## src/rtl/uart_pkg.sv

```systemverilog
// Shared definitions for the board's ASCII UART link: character codes,
// receiver/parser state encodings and bit-period arithmetic.
package uart_pkg;

  localparam logic [7:0] CH_D     = 8'h44;
  localparam logic [7:0] CH_A     = 8'h41;
  localparam logic [7:0] CH_C     = 8'h43;
  localparam logic [7:0] CH_COLON = 8'h3A;
  localparam logic [7:0] CH_LF    = 8'h0A;
  localparam logic [7:0] CH_CR    = 8'h0D;
  localparam logic [7:0] CH_0     = 8'h30;
  localparam logic [7:0] CH_9     = 8'h39;

  typedef enum logic [1:0] {IDLE, START, DATA, STOP} rx_state_e;

  typedef enum logic [2:0] {P_IDLE, P_A, P_C, P_COLON, P_DIGIT, P_DISCARD} p_state_e;

  // Clock cycles per UART bit; clk_fre is in MHz.
  function automatic int unsigned calc_cycle(input int unsigned clk_fre,
                                             input int unsigned rate);
    return (clk_fre * 1000000) / rate;
  endfunction

endpackage

```

## src/rtl/uart_rx.sv

```systemverilog
// UART byte receiver: 8N1, LSB first, 2-FF synchronised input,
// start-bit glitch rejection and centre sampling of every bit.
module uart_rx
  import uart_pkg::*;
#(
  parameter int unsigned CLK_FRE   = 50,
  parameter int unsigned UART_RATE = 115200
) (
  input  logic       clk,
  input  logic       rst_n,
  input  logic       rx_pin,
  output logic [7:0] rx_data,
  output logic       rx_valid,
  output logic       rx_err
);

  localparam int unsigned CYCLE = calc_cycle(CLK_FRE, UART_RATE);
  localparam int unsigned HALF  = CYCLE / 2;
  localparam int unsigned CW    = $clog2(CYCLE + 1);

  logic          sync1_q, sync2_q, prev_q;
  rx_state_e     state_q;
  logic [CW-1:0] cnt_q;
  logic [2:0]    bit_q;
  logic [7:0]    shift_q;
  logic          fall;

  assign fall = prev_q & ~sync2_q;

  always_ff @(posedge clk or negedge rst_n) begin
    if (!rst_n) begin
      sync1_q <= 1'b1;
      sync2_q <= 1'b1;
      prev_q  <= 1'b1;
    end else begin
      sync1_q <= rx_pin;
      sync2_q <= sync1_q;
      prev_q  <= sync2_q;
    end
  end

  always_ff @(posedge clk or negedge rst_n) begin
    if (!rst_n) begin
      state_q  <= IDLE;
      cnt_q    <= '0;
      bit_q    <= '0;
      shift_q  <= '0;
      rx_data  <= '0;
      rx_valid <= 1'b0;
      rx_err   <= 1'b0;
    end else begin
      rx_valid <= 1'b0;
      rx_err   <= 1'b0;
      case (state_q)
        IDLE: begin
          cnt_q <= '0;
          if (fall) state_q <= START;
        end
        START: begin
          if (cnt_q == CW'(HALF - 1)) begin
            cnt_q   <= '0;
            bit_q   <= '0;
            state_q <= sync2_q ? IDLE : DATA;
          end else begin
            cnt_q <= cnt_q + CW'(1);
          end
        end
        DATA: begin
          if (cnt_q == CW'(CYCLE - 1)) begin
            cnt_q   <= '0;
            shift_q <= {sync2_q, shift_q[7:1]};
            bit_q   <= bit_q + 3'd1;
            if (bit_q == 3'd7) state_q <= STOP;
          end else begin
            cnt_q <= cnt_q + CW'(1);
          end
        end
        STOP: begin
          // Leave at the stop-bit centre so a back-to-back start edge is seen.
          if (cnt_q == CW'(CYCLE - 1)) begin
            cnt_q   <= '0;
            state_q <= IDLE;
            if (sync2_q) begin
              rx_valid <= 1'b1;
              rx_data  <= shift_q;
            end else begin
              rx_err <= 1'b1;
            end
          end else begin
            cnt_q <= cnt_q + CW'(1);
          end
        end
        default: state_q <= IDLE;
      endcase
    end
  end

endmodule

```

## src/rtl/uart_cmd_rx.sv

```systemverilog
// Host command receiver: parses "DAC:ddd\n" lines from the UART and
// presents a validated 8-bit DAC code with a one-cycle update strobe.
module uart_cmd_rx
  import uart_pkg::*;
#(
  parameter int unsigned CLK_FRE    = 50,
  parameter int unsigned UART_RATE  = 115200,
  parameter int unsigned MAX_DIGITS = 3
) (
  input  logic       clk,
  input  logic       rst_n,
  input  logic       uart_rx,
  output logic [7:0] dac_data,
  output logic       dac_valid,
  output logic       cmd_err,
  output logic       frame_err
);

  localparam int unsigned NDW = $clog2(MAX_DIGITS + 1);

  logic [7:0] rx_data;
  logic       rx_valid, rx_err;

  uart_rx #(
    .CLK_FRE  (CLK_FRE),
    .UART_RATE(UART_RATE)
  ) u_rx (
    .clk     (clk),
    .rst_n   (rst_n),
    .rx_pin  (uart_rx),
    .rx_data (rx_data),
    .rx_valid(rx_valid),
    .rx_err  (rx_err)
  );

  assign frame_err = rx_err;

  p_state_e       state_q;
  logic [9:0]     acc_q, acc_d;
  logic [NDW-1:0] ndig_q;
  logic           err_pend_q;
  logic           is_digit, ndig_full;

  always_comb begin
    is_digit  = (rx_data >= CH_0) && (rx_data <= CH_9);
    ndig_full = (ndig_q == NDW'(MAX_DIGITS));
    acc_d     = acc_q * 10'd10 + {2'b00, rx_data - CH_0};
  end

  always_ff @(posedge clk or negedge rst_n) begin
    if (!rst_n) begin
      state_q    <= P_IDLE;
      acc_q      <= '0;
      ndig_q     <= '0;
      err_pend_q <= 1'b0;
      dac_data   <= '0;
      dac_valid  <= 1'b0;
      cmd_err    <= 1'b0;
    end else begin
      dac_valid <= 1'b0;
      cmd_err   <= 1'b0;
      if (rx_err) begin
        if (state_q != P_IDLE) begin
          state_q    <= P_DISCARD;
          err_pend_q <= 1'b1;
        end
      end else if (rx_valid) begin
        case (state_q)
          P_IDLE: begin
            if (rx_data == CH_D) begin
              state_q <= P_A;
            end else if (rx_data != CH_LF && rx_data != CH_CR) begin
              state_q    <= P_DISCARD;
              err_pend_q <= 1'b1;
            end
          end
          P_A: begin
            state_q    <= (rx_data == CH_A) ? P_C : P_DISCARD;
            err_pend_q <= (rx_data != CH_A);
          end
          P_C: begin
            state_q    <= (rx_data == CH_C) ? P_COLON : P_DISCARD;
            err_pend_q <= (rx_data != CH_C);
          end
          P_COLON: begin
            state_q    <= (rx_data == CH_COLON) ? P_DIGIT : P_DISCARD;
            err_pend_q <= (rx_data != CH_COLON);
            acc_q      <= '0;
            ndig_q     <= '0;
          end
          P_DIGIT: begin
            if (is_digit) begin
              if (ndig_full) begin
                state_q    <= P_DISCARD;
                err_pend_q <= 1'b1;
              end else begin
                acc_q  <= acc_d;
                ndig_q <= ndig_q + NDW'(1);
              end
            end else if (rx_data == CH_LF) begin
              if (ndig_q != '0 && acc_q <= 10'd255) begin
                dac_data  <= acc_q[7:0];
                dac_valid <= 1'b1;
              end else begin
                cmd_err <= 1'b1;
              end
              state_q <= P_IDLE;
              acc_q   <= '0;
              ndig_q  <= '0;
            end else if (rx_data != CH_CR) begin
              state_q    <= P_DISCARD;
              err_pend_q <= 1'b1;
            end
          end
          P_DISCARD: begin
            if (rx_data == CH_LF) begin
              cmd_err    <= err_pend_q;
              err_pend_q <= 1'b0;
              state_q    <= P_IDLE;
              acc_q      <= '0;
              ndig_q     <= '0;
            end
          end
          default: state_q <= P_IDLE;
        endcase
      end
    end
  end

endmodule

```

## config.mk

```make
export PLATFORM = sky130hd
export DESIGN_NAME = uart_cmd_rx
export DESIGN_NICKNAME = d
export VERILOG_FILES = /design/src/rtl/uart_pkg.sv /design/src/rtl/uart_rx.sv /design/src/rtl/uart_cmd_rx.sv
export SDC_FILE = /design/constraint.sdc
export NUM_CORES = 1
export LEC_CHECK = 0
export BUFFER_PORTS_ARGS = -buffer_cell sky130_fd_sc_hd__buf_2
export CORE_MARGIN = 5
export CORE_UTILIZATION = 50
export DETAILED_ROUTE_END_ITERATION = 6
export PLACE_DENSITY = 0.67
export SYNTH_ARGS = -nofsm -noshare
export SYNTH_HDL_FRONTEND = slang
export SYNTH_HIERARCHICAL = 1
export SYNTH_SLANG_ARGS = --single-unit
```

## constraint.sdc

```tcl
create_clock -name clk -period 4.7 [get_ports clk]
set_input_delay 0.47 -clock clk [delete_from_list [all_inputs] [get_ports clk]]
set_output_delay 0.47 -clock clk [all_outputs]
set_load 0.02 [all_outputs]
```

* Yosys cells after proc, flatten, opt, wreduce, memory -nomap -nowiden
Cells that the tools add are included.
** Storage, ports and cells
- Memory bits (writable) :: 0
- Bits of input ports :: 3
- Memories :: 0
- Bits in read-only memories :: 0
- Register bits :: 61
- Logic and storage cells :: 152
- Bits in latches :: 0
** Cells by class
- Divide/modulo/power cells :: 0
- Magnitude comparators :: 3
- Bitwise logic cells :: 4
- Muxes and demuxes :: 65
- Reductions and logical operators :: 20
- Shifts and indexed selects :: 0
- $add $sub $neg :: 5
- Equal/unequal tests :: 37
- Multiply operators :: 1
** Operator list (count)
- $mux 3 :: 14
- $mux 10 :: 3
- $pmux 10 s3 :: 1
- $mux 1 :: 29
- $pmux 9 s3 :: 1
- $eq 8x7->1 const B :: 3
- $mux 2 :: 9
- $mux 9 :: 2
- $pmux 3 s6 :: 1
- $ne 4x3->1 const B :: 4
- $ne 8x4->1 const B :: 2
- $ne 8x7->1 const B :: 2
- $reduce_and 6->1 :: 2
- $add 10x8->10 :: 1
- $le 10x8->1 const B :: 1
- $mul 10x3->9 const B :: 1
- $ne 2x1->1 const B :: 5
- $add 9x1->9 const B :: 1
- $eq 3x3->1 const B :: 3
- $eq 9x8->1 const B :: 1
- $eq 9x9->1 const B :: 1
- $ne 3x2->1 const B :: 3
- $reduce_and 9->1 :: 1
- $eq 8x4->1 const B :: 1
- other kinds (32) :: 43

* Depth between registers and ports, before layout
Gate-level depths: netlist (run 1).
- Depth in word-level cells :: 8
- Gate-level depth with buffers :: 11
- Mapped depth without buffers :: 11

* By module
Netlist (run 1), hierarchy kept.
** By module, submodules not included
- uart_cmd_rx :: times used 1, area each 2114.5 sq um, sequential area each 650.6 sq um, cells an instance 219
- uart_rx :: times used 1, area each 1540.2 sq um, sequential area each 879.6 sq um, cells an instance 119

* Worst setup path before layout (run 1)
Ideal clock, no wire load.
- Kind :: reg-to-reg
- Start :: register acc_q[1]
- End :: register acc_q[9]
- Path slack :: 1.847 ns
- Arrival :: 2.770 ns
- Stages on the path, launching flop included :: 11
- Period minus slack after synthesis :: 2.853 ns
- Buffers on the path :: 0
- Path through :: dfrtp_1 ha_1 ha_1 fa_1 xor2_1 ha_1 or3_1 o21ai_0 a2111oi_0 xnor3_1 o21ai_0
** On the way
- Word-level cells in the longest chain between the ends :: 5
** RTL lines
- start: declaration :: RTL line uart_cmd_rx.sv:39 : logic [9:0] acc_q, acc_d;
- start signal: assignment :: RTL line uart_cmd_rx.sv:53 : acc_q <= '0;
- start signal: assignment :: RTL line uart_cmd_rx.sv:88 : acc_q <= '0;
- start signal: assignment :: RTL line uart_cmd_rx.sv:97 : acc_q <= acc_d;
- $mul 10x3->9 :: RTL line uart_cmd_rx.sv:47 : acc_d = acc_q * 10'd10 + {2'b00, rx_data - CH_0};
- $add 10x8->10 :: RTL line uart_cmd_rx.sv:47
- $mux 10 :: RTL line uart_cmd_rx.sv:93 : if (ndig_full) begin
- $mux 10 :: RTL line uart_cmd_rx.sv:92 : if (is_digit) begin
- $pmux 10 s3 :: RTL line uart_cmd_rx.sv:68 : case (state_q)
No other way between the ends. The select of a mux whose other input is x is not followed.
A chain may end at the register's enable or synchronous reset.

* Worst setup path in the final report (run 1)
Ends and elaborated chain as after synthesis.

==> reports/metrics.cfg, run 1 <==
[global_route]
grt_pass1_vias=2575
gr-usage-all-layers_pct=18.0
grt_use_met2_pct=28.7
grt_util_met1_pct=23.7
grt.met3_usage_pct=3.79
antenna_found_initial=0
busiest_layer=met2
grt_max_degree=62
grt_pass1_wl_mm=12.6
grt-ovfl-total=0

[clocking]
postCtsHoldBufs=0
cts.sinks=61
ctsResizeCount=0
root_buffer=clkbuf_8
cts_tree=built
cts_buffer_depth=2
clk_latency_ns=0.34
path_clk_slew_ns=0.07
cts_buffers=9
htreeDepth=3
cts_setup_buffers=0

[worst_setup_path]
crit_type=register to register
critPathMaxFanout=5
cp_data_arrival_time_ns=3.37
start_kind=register
endpoint_kind=register
reg2reg_depth=10
worstReg2RegStart=acc_q[1]$_DFFE_PN0P_
rrSetupSlack_ns=1.59
reg2reg_to=acc_q[9]$_DFFE_PN0P_
required_ns=4.96

[routing]
wl_per_cell_um=16.1
initialDrtViolationCount=105
num_vias=2643
dr.pass1.iters=4
drc=0
ant_nets=0
avgViaCountPerCell=5.77
wl_mm=7.37

[synth]
synthTopCellsByArea=dfrtp_1 40%, ha_1 9.6%, mux2_2 8.3%
yosys.area.top_type=dfrtp_1
ys_seq_area_share_pct=41.9
netlist-cell-type-count=61
syn_nets=371
post_synth.cell_area_avg_um2=10.8
synth_top_area_share_pct=39.7
synthArstFlopShare_pct=100
yosys_warnings=6
synth_flop_cell=dfrtp_1
synth_cells=338
synth_edf_count=0
syn_area_um2=3650
ys_seq_elements=61

[power]
p_leak_uw=0.00190
peakVddDrop_mv=0.175
power_density_nw_per_um2=296

[min_path]
min_path_type=primary input to register
whs_path_depth=1
holdPathEnd=u_rx/sync1_q$_DFF_PN1_
hold_start=uart_rx

[cells_and_area]
fin_util_pct=56.2
area.growth.synth_to_final_pct=10.3
nets=387
diodes=0
layout-drive-gt1-share_pct=19.8
fin_area_um2=4030

[sta]
hold_viol=0
hold_slack_ns=0.229
tightest_slew_ns=0.767
fin_setup_tns_ns=0
fin_crit_sh_pct=66.1
setup_viol=0
fin_crit_ns=3.11
slew-limit-headroom_pct=48.9
max_freq_mhz=322
slew_violations=0
setup_slack_ns=1.59
skew_ns=0.00450
rsz0062_at_grt=false

[die]
die_width_um=95.5
start_util_pct=50.9
core-area_um2=7180
die_area_um2=9120
placementRows=31
die_h_um=95.5
io_pins=14

[placement]
numPortBuffers=13
place_congestion=0.865
place_area_um2=3810
pre_cts_ws_ns=1.63
hpwl_mm=5.08

[run]
drv_cap=0

[run_status]
status=complete, no violations

stage by stage:
step	cells	total power [uW]
6_report	458	1190
5_1_grt	458	1260
4_1_cts	458	1210
3_5_place_dp	442	677
3_3_place_gp	442	673
2_1_floorplan	338	643
kinds of logic (layout without fill, tap and decap cells):
logic type / after synthesis / after routing / share of synthesized area (%)
AND/OR/NAND/NOR: 104 / 104 / 18.5
AO/OA/AOI/OAI: 80 / 80 / 14.4
flip-flops: 61 / 61 / 41.9
adder cells (fa/ha/maj): 30 / 30 / 10.7
multiplexers: 27 / 27 / 8.32
buffers and inverters: 23 / 44 / 2.67
XOR/XNOR: 13 / 13 / 3.49
sequential cells by signal, indices dropped and copies added, names as in the netlist, 2 cells and up, named ones only:
name and cells:
state_q 3, dac_data 8, u_rx/cnt_q 9, u_rx/rx_data 8, ndig_q 2, u_rx/bit_q 3, acc_q 10, u_rx/shift_q 8
per-layer routing:
metal | vias up | share of wire (%)
met5 | - | 0
met4 | 0 | 1.4
met3 | 13 | 3.3
met2 | 36 | 49
met1 | 1292 | 47
li1 | 1302 | -
power by group:
group	total, uW	leakage [uW]	internal (uW)	switching (uW)
clock network	531	0.000112	312	219
logic	83.0	0.000953	37.0	46.0
registers	581	0.000832	549	32.1
cell type report:
type / count / area (um^2)
Inverter: 14 / 52.6
Timing Repair Buffer: 14 / 72.6
Tap cell: 99 / 124
Clock buffer: 10 / 138
Fill cell: 636 / 3150
Multi-Input combinational cell: 254 / 2030
Sequential cell: 61 / 1530
Clock inverter: 6 / 86.3
how the worst max path moves through the flow:
stage	to	depth (start not counted)	slack (ns)	start
floorplan	acc_q[9]$_DFFE_PN0P_	10	1.85	acc_q[1]$_DFFE_PN0P_
global placement	acc_q[9]$_DFFE_PN0P_	10	1.72	acc_q[1]$_DFFE_PN0P_
detailed placement	acc_q[9]$_DFFE_PN0P_	10	1.63	acc_q[1]$_DFFE_PN0P_
CTS	acc_q[9]$_DFFE_PN0P_	10	1.60	acc_q[1]$_DFFE_PN0P_
global route	acc_q[9]$_DFFE_PN0P_	10	1.40	acc_q[1]$_DFFE_PN0P_
finish	acc_q[9]$_DFFE_PN0P_	10	1.59	acc_q[1]$_DFFE_PN0P_
worst max-delay path, stage by stage (launching register included):
cell	delay (ns)
dfrtp_1	0.43
ha_1	0.34
ha_1	0.23
fa_1	0.41
xor2_1	0.18
ha_1	0.32
or3_1	0.11
o21ai_0	0.12
a2111oi_0	0.47
xnor3_1	0.27
o21ai_0	0.14
placed cells by master, fill, tap and decap left out, types with 4 or more instances in the layout:
cell type | Yosys | routed
a21o_1 | 4 | 4
a21oi_1 | 17 | 17
a22o_1 | 4 | 4
a22oi_1 | 5 | 5
buf_2 | 3 | 13
clkbuf_8 | 0 | 10
dfrtp_1 | 58 | 58
ha_1 | 28 | 28
inv_1 | 14 | 14
mux2_2 | 27 | 27
nand2_1 | 16 | 16
nand2b_1 | 6 | 6
nand3_1 | 10 | 10
nand4_1 | 4 | 4
nor2_1 | 12 | 12
nor2b_1 | 7 | 7
nor3_1 | 5 | 5
nor3b_1 | 6 | 6
nor4_1 | 6 | 6
o21ai_0 | 20 | 20
or3_1 | 5 | 5
xnor2_1 | 5 | 5
xor2_1 | 7 | 7
Yosys cell counts (5+ instances only):
cell and count:
a21oi_1 17, clkbuf_1 5, or3_1 5, o21ai_0 20, nor2b_1 7, nor4_1 6
ha_1 28, mux2_2 27, nand3_1 10, nand2b_1 6, inv_1 14, nand2_1 16
a22oi_1 5, nor2_1 12, nor3_1 5, dfrtp_1 58, xnor2_1 5, nor3b_1 6
xor2_1 7
Note: power is estimated with default switching activity, not from simulation.
==> run 2, diff against run 1 <==
--- a/config.mk
+++ b/config.mk
@@ -9,7 +9,7 @@
 export CORE_MARGIN = 5
 export CORE_UTILIZATION = 50
 export DETAILED_ROUTE_END_ITERATION = 6
-export PLACE_DENSITY = 0.67
+export PLACE_DENSITY = 0.69
 export SYNTH_ARGS = -nofsm -noshare
 export SYNTH_HDL_FRONTEND = slang
 export SYNTH_HIERARCHICAL = 1
==> constraint.sdc (replaced) <==
create_clock -name clk -period 2.8 [get_ports clk]
set_input_delay 0.28 -clock clk [delete_from_list [all_inputs] [get_ports clk]]
set_output_delay 0.28 -clock clk [all_outputs]
set_load 0.02 [all_outputs]
==> run 2 against run 1 <==
Effect of this change: power increased by 59%; setup slack got worse by 1.5 ns; global-route usage about the same; worst hold slack got worse by 0.19 ns; sequential power increased by 68%; clock-buffer cell count increased by 2; clock power increased by 46%; design area increased by 3.5%; highest routed layer unchanged.
==> reports/metrics.cfg, run 2 (synthesized netlist as in run 1, its figures left out) <==
[run_status]
status=complete, no violations

[routing]
num_vias=2765  ; +4.6%
avgViaCountPerCell=5.90  ; +2.2%
initialDrtViolationCount=134  ; +28%
wl_per_cell_um=16.2  ; +0.74%
ant_nets=0  ; unchanged
drc=0  ; unchanged
wl_mm=7.60  ; +3.2%
dr.pass1.iters=4  ; unchanged

[global_route]
gr-usage-all-layers_pct=18.0  ; -0.036 points
grt_pass1_vias=2702  ; +4.9%
grt_max_degree=37  ; -40%
antenna_found_initial=0  ; unchanged
grt_pass1_wl_mm=12.7  ; +0.60%
grt-ovfl-total=0  ; unchanged

[worst_setup_path]
crit_type=register to register
worstReg2RegStart=acc_q[3]$_DFFE_PN0P_
endpoint_kind=register
critPathLaunch=acc_q[3]$_DFFE_PN0P_
critPathMaxFanout=3  ; -2
cp_data_arrival_time_ns=2.96  ; -0.41 ns
required_ns=3.03  ; -1.93 ns
start_kind=register

[clocking]
clk_latency_ns=0.34  ; about the same
cts.sinks=61  ; unchanged
path_clk_slew_ns=0.07  ; about the same
root_buffer=clkbuf_8
cts_buffers=9  ; unchanged
cts_buffer_depth=2  ; unchanged
htreeDepth=3  ; unchanged
cts_tree=built

[cells_and_area]
fin_area_um2=4170  ; +3.5%
ff_latch_area_um2=1530  ; about the same
nets=398  ; +2.8%
layout-drive-gt1-share_pct=24.3  ; +4.5 points
top_register=acc_q
fin_cells=469  ; +2.4%
final_cell_mix=57 x dfrtp_1, 27 x mux2_2, 23 x ha_1, 18 x o21ai_0
fillers=602  ; -5.3%
reg.largest.list=acc_q: 10 flops, u_rx/cnt_q: 9 flops
final_common_cell=dfrtp_1
fin_util_pct=58.1  ; +2.0 points
area.growth.synth_to_final_pct=14.1
multiInputGateArea_um2=2110  ; +4.3%
diodes=0  ; unchanged
largest_reg_flops=10  ; unchanged

[run]
drv_cap=0  ; unchanged

[sta]
setup_viol=0  ; unchanged
skew_ns=0.00603  ; +0.00153 ns
slew-limit-headroom_pct=55.4  ; +6.5 points
fin_crit_ns=2.73  ; -0.380 ns
fin_crit_sh_pct=97.4  ; +31 points
hold_viol=0  ; unchanged
slew_violations=0  ; unchanged
rsz0062_at_grt=true
fin_setup_tns_ns=0  ; unchanged
max_freq_mhz=367  ; +14%
tightest_slew_ns=0.665  ; -0.102 ns

[die]
die_h_um=95.5  ; unchanged
core-area_um2=7180  ; unchanged
io_pins=14  ; unchanged
die_width_um=95.5  ; unchanged
placementRows=31  ; unchanged
die_area_um2=9120  ; unchanged
start_util_pct=50.9  ; unchanged

[min_path]
hold_start=uart_rx
min_path_type=primary input to register

[placement]
place_congestion=0.812  ; -6.2%
numPortBuffers=13  ; unchanged
hpwl_mm=5.27  ; +3.8%
dp.cells=451  ; +2.0%
place_area_um2=3870  ; +1.8%

[power]
power_density_nw_per_um2=454  ; +53%
peakVddDrop_mv=0.307  ; +75%
p_leak_uw=0.00192  ; +1.0%

## run 2: power by group
group          switching (uW)  internal, uW  total, uW
combinational            79.4          63.4        143
clock                     344           433        777
sequential               53.5           922        976
## run 2: layer usage
layer	part of all wire, %	track usage [%]	up-vias
met5	0	0	-
met4	2.0	8.41	0
met3	3.4	3.71	14
met2	51	29.4	60
met1	44	22.8	1368
li1	-	-	1323
## run 2: critical path, stage by stage (launching register included)
cell      delay (ns)
dfrtp_1         0.41
ha_4            0.25
ha_1            0.21
fa_2            0.53
ha_1            0.23
o21a_1          0.14
o31ai_2         0.13
a21boi_1        0.14
or3_1           0.32
a32o_1          0.26
## run 2: path summary, 6_finish.rpt
path / end / slack [ns] / depth (start not counted)
max: acc_q[7]$_DFFE_PN0P_ / 0.07 / 9
min: u_rx/sync1_q$_DFF_PN1_ / 0.04 / 1
max in group asynchronous: u_rx/sync2_q$_DFF_PN1_ / 1.45 / 3
min reg2reg: u_rx/sync2_q$_DFF_PN1_ / 0.36 / 0
max reg2reg: acc_q[7]$_DFFE_PN0P_ / 0.07 / 9
min in group asynchronous: cmd_err$_DFF_PN0_ / 0.46 / 2
## run 2: cell type report
type / instances / area share [%]
Clock buffer: 12 / 3.48
Multi-Input combinational cell: 254 / 50.7
Tap cell: 99 / 2.97
Clock inverter: 4 / 1.14
Inverter: 14 / 1.26
Sequential cell: 61 / 36.7
Timing Repair Buffer: 25 / 3.78
## run 2: repair_timing
action,CTS,global route
pin swaps,2,2
buffers inserted,0,1
endpoints found under the hold margin,25,0
hold buffers,1,0
endpoints found under the setup margin,1,3
gates resized for setup,7,8
## run 2: metrics by stage
step | hold slack [ns] | total power, uW | setup slack (ns)
2_1_floorplan | -0.0156 | 1080 | 0.00654
3_3_place_gp | 0.308 | 1130 | -0.00425
3_5_place_dp | 0.311 | 1140 | -0.0994
4_1_cts | 0.0246 | 1920 | 0.00758
5_1_grt | 0.0250 | 1990 | 0.00606
6_report | 0.0397 | 1900 | 0.0737
==> run 3, diff against run 2 <==
--- a/config.mk
+++ b/config.mk
@@ -10,6 +10,7 @@
 export CORE_UTILIZATION = 50
 export DETAILED_ROUTE_END_ITERATION = 6
 export PLACE_DENSITY = 0.69
+export REMOVE_ABC_BUFFERS = 1
 export SYNTH_ARGS = -nofsm -noshare
 export SYNTH_HDL_FRONTEND = slang
 export SYNTH_HIERARCHICAL = 1
==> run 3 against run 2 <==
Effect of this change: the run now ends with negative setup slack left; fmax down 3.4%; sequential share of layout area down 0.40 points; design area up 1.1%; global-route usage up 0.099 points; first-iteration DRC count down 20%; die area unchanged; worst hold slack better by 0.039 ns; critical path type unchanged; largest cell class unchanged; highest routed layer unchanged.
==> reports/metrics.cfg, run 3 (synthesized netlist as in run 1, its figures left out) <==
[run_status]
status=complete, but fails checks
violations=negative setup slack

[die]
die_width_um=95.5  ; unchanged
io_pins=14  ; unchanged
placementRows=31  ; unchanged
core-area_um2=7180  ; unchanged
die_h_um=95.5  ; unchanged
start_util_pct=50.9  ; unchanged
die_area_um2=9120  ; unchanged

[placement]
hpwl_mm=5.14  ; -2.5%
place_congestion=0.857  ; +5.6%
numPortBuffers=13  ; unchanged

[sta]
hold_viol=0  ; unchanged
fin_crit_sh_pct=101  ; +3.5 points
fin_crit_ns=2.82  ; +0.0969 ns
setup_slack_ns=-0.0232  ; -0.0969 ns
rsz0062_at_grt=true
max_freq_mhz=354  ; -3.4%
setup_viol=2  ; +2
slew-limit-headroom_pct=48.0  ; -7.4 points
skew_ns=0.00455  ; -0.00148 ns
fin_setup_tns_ns=-0.0328  ; -0.0328 ns
slew_violations=0  ; unchanged
tightest_slew_ns=0.780  ; +0.116 ns

[routing]
wl_per_cell_um=16.1  ; -0.73%
avgViaCountPerCell=5.80  ; -1.6%
num_vias=2745  ; -0.72%
initialDrtViolationCount=107  ; -20%
dr.pass1.iters=4  ; unchanged
ant_nets=0  ; unchanged
wl_mm=7.61  ; +0.12%
drc=0  ; unchanged

[cells_and_area]
final_common_cell=dfrtp_1
nets=402  ; +1.0%
top_register=acc_q
fillers=610  ; +1.3%
reg.largest.list=acc_q: 10 flops, u_rx/cnt_q: 9 flops
diodes=0  ; unchanged
final_cell_mix=57 x dfrtp_1, 27 x mux2_2, 24 x ha_1, 18 x o21ai_0
largest_reg_flops=10  ; unchanged
area.growth.synth_to_final_pct=15.4
layout-drive-gt1-share_pct=25.9  ; +1.6 points

[clocking]
cts_buffers=9  ; unchanged
path_clk_slew_ns=0.07  ; about the same
htreeDepth=3  ; unchanged
cts_buffer_depth=2  ; unchanged
root_buffer=clkbuf_8
clk_latency_ns=0.35  ; about the same
cts_tree=built
cts.sinks=61  ; unchanged

[worst_setup_path]
start_kind=register
crit_type=register to register
required_ns=3.04  ; about the same
cp_cell_sequence=ha_1, ha_2, fa_2, xor2_1, ha_1, buf_4, a21boi_4, or3_1, a32o_1
crit_buf_inv=1  ; +1
path_common_cell=ha_1
endpoint_kind=register
cp_data_arrival_time_ns=3.06  ; +0.10 ns
crit_slowest_cell=fa_2
cpLargestDelayFamily=adder cells
max_stage_delay_ns=0.41  ; -0.12 ns
critPathMaxFanout=2  ; -1

[global_route]
grt_max_degree=62  ; +68%
gr-usage-all-layers_pct=18.1  ; +0.099 points
antenna_found_initial=0  ; unchanged
grt-ovfl-total=0  ; unchanged
grt_pass1_vias=2691  ; -0.41%
grt_pass1_wl_mm=12.7  ; -0.43%

[run]
drv_cap=0  ; unchanged

[power]
p_total_uw=1890  ; -0.27%
power_density_nw_per_um2=448  ; -1.4%
peakVddDrop_mv=0.473  ; +54%
p_leak_uw=0.00195  ; +1.9%

[min_path]
min_path_type=primary input to asynchronous set/reset pin

run 3: final timing paths:
path / start / end / slack, ns / cells past startpoint
worst max-delay path: acc_q[3]$_DFFE_PN0P_ / acc_q[7]$_DFFE_PN0P_ / -0.02 / 9
worst min-delay path: rst_n / state_q[2]$_DFFE_PN0P_ / 0.08 / 2
worst max register to register: acc_q[3]$_DFFE_PN0P_ / acc_q[7]$_DFFE_PN0P_ / -0.02 / 9
worst min register to register: u_rx/sync1_q$_DFF_PN1_ / u_rx/sync2_q$_DFF_PN1_ / 0.36 / 0
max in group asynchronous: rst_n / acc_q[2]$_DFFE_PN0P_ / 2.15 / 2
min in group clk: u_rx/sync1_q$_DFF_PN1_ / u_rx/sync2_q$_DFF_PN1_ / 0.36 / 0
run 3: worst register-to-register path: cells and delay by family (launching register included):
kind	cells	cell delay, ns
xor+xnor	1	0.18
flops	1	0.39
compound gates	2	0.37
buf+inv	1	0.15
fa+ha+maj	4	1.25
simple gates	1	0.37
run 3: timing repair:
item                                   4_1_cts  5_1_grt
setup endpoints to repair                    1        3
resized for setup                            5       16
buffers inserted                             0        3
hold buffers                                 0        1
pin swaps                                    1        9
endpoints found under the hold margin        0        1
run 3: layout make-up:
type	count	area (um^2)	share of cell area, %
well taps	99	124	2.94
clock buffers	10	128	3.03
multi-input cells	254	2130	50.5
inverters	14	52.6	1.25
repair buffers	29	188	4.45
clock inverters	6	63.8	1.51
flip-flops and latches	61	1530	36.3
run 3: routing by layer:
metal	track usage [%]	part of all wire, %
met5	0	0
met4	7.82	1.9
met1	22.3	45
met3	4.34	3.3
met2	30.1	50
run 3: power breakdown:
| part | switching, uW | internal, uW |
|---|---|---|
| Combinational | 79.8 | 63.5 |
| Clock | 362 | 409 |
| Sequential | 54.0 | 922 |
run 3: stage by stage:
step	cells	setup slack [ns]	utilization [%]	hold WS, ns	cell area (um^2)
floorplan	329	-0.0528	-	-0.0156	3610
global placement	454	-0.0812	54.3	0.345	3900
detailed placement	454	-0.170	54.3	0.351	3900
CTS	470	0.0129	57.3	0.00758	4110
global route	473	-0.162	58.8	0.160	4220
finish	473	-0.0232	58.8	0.0792	4220
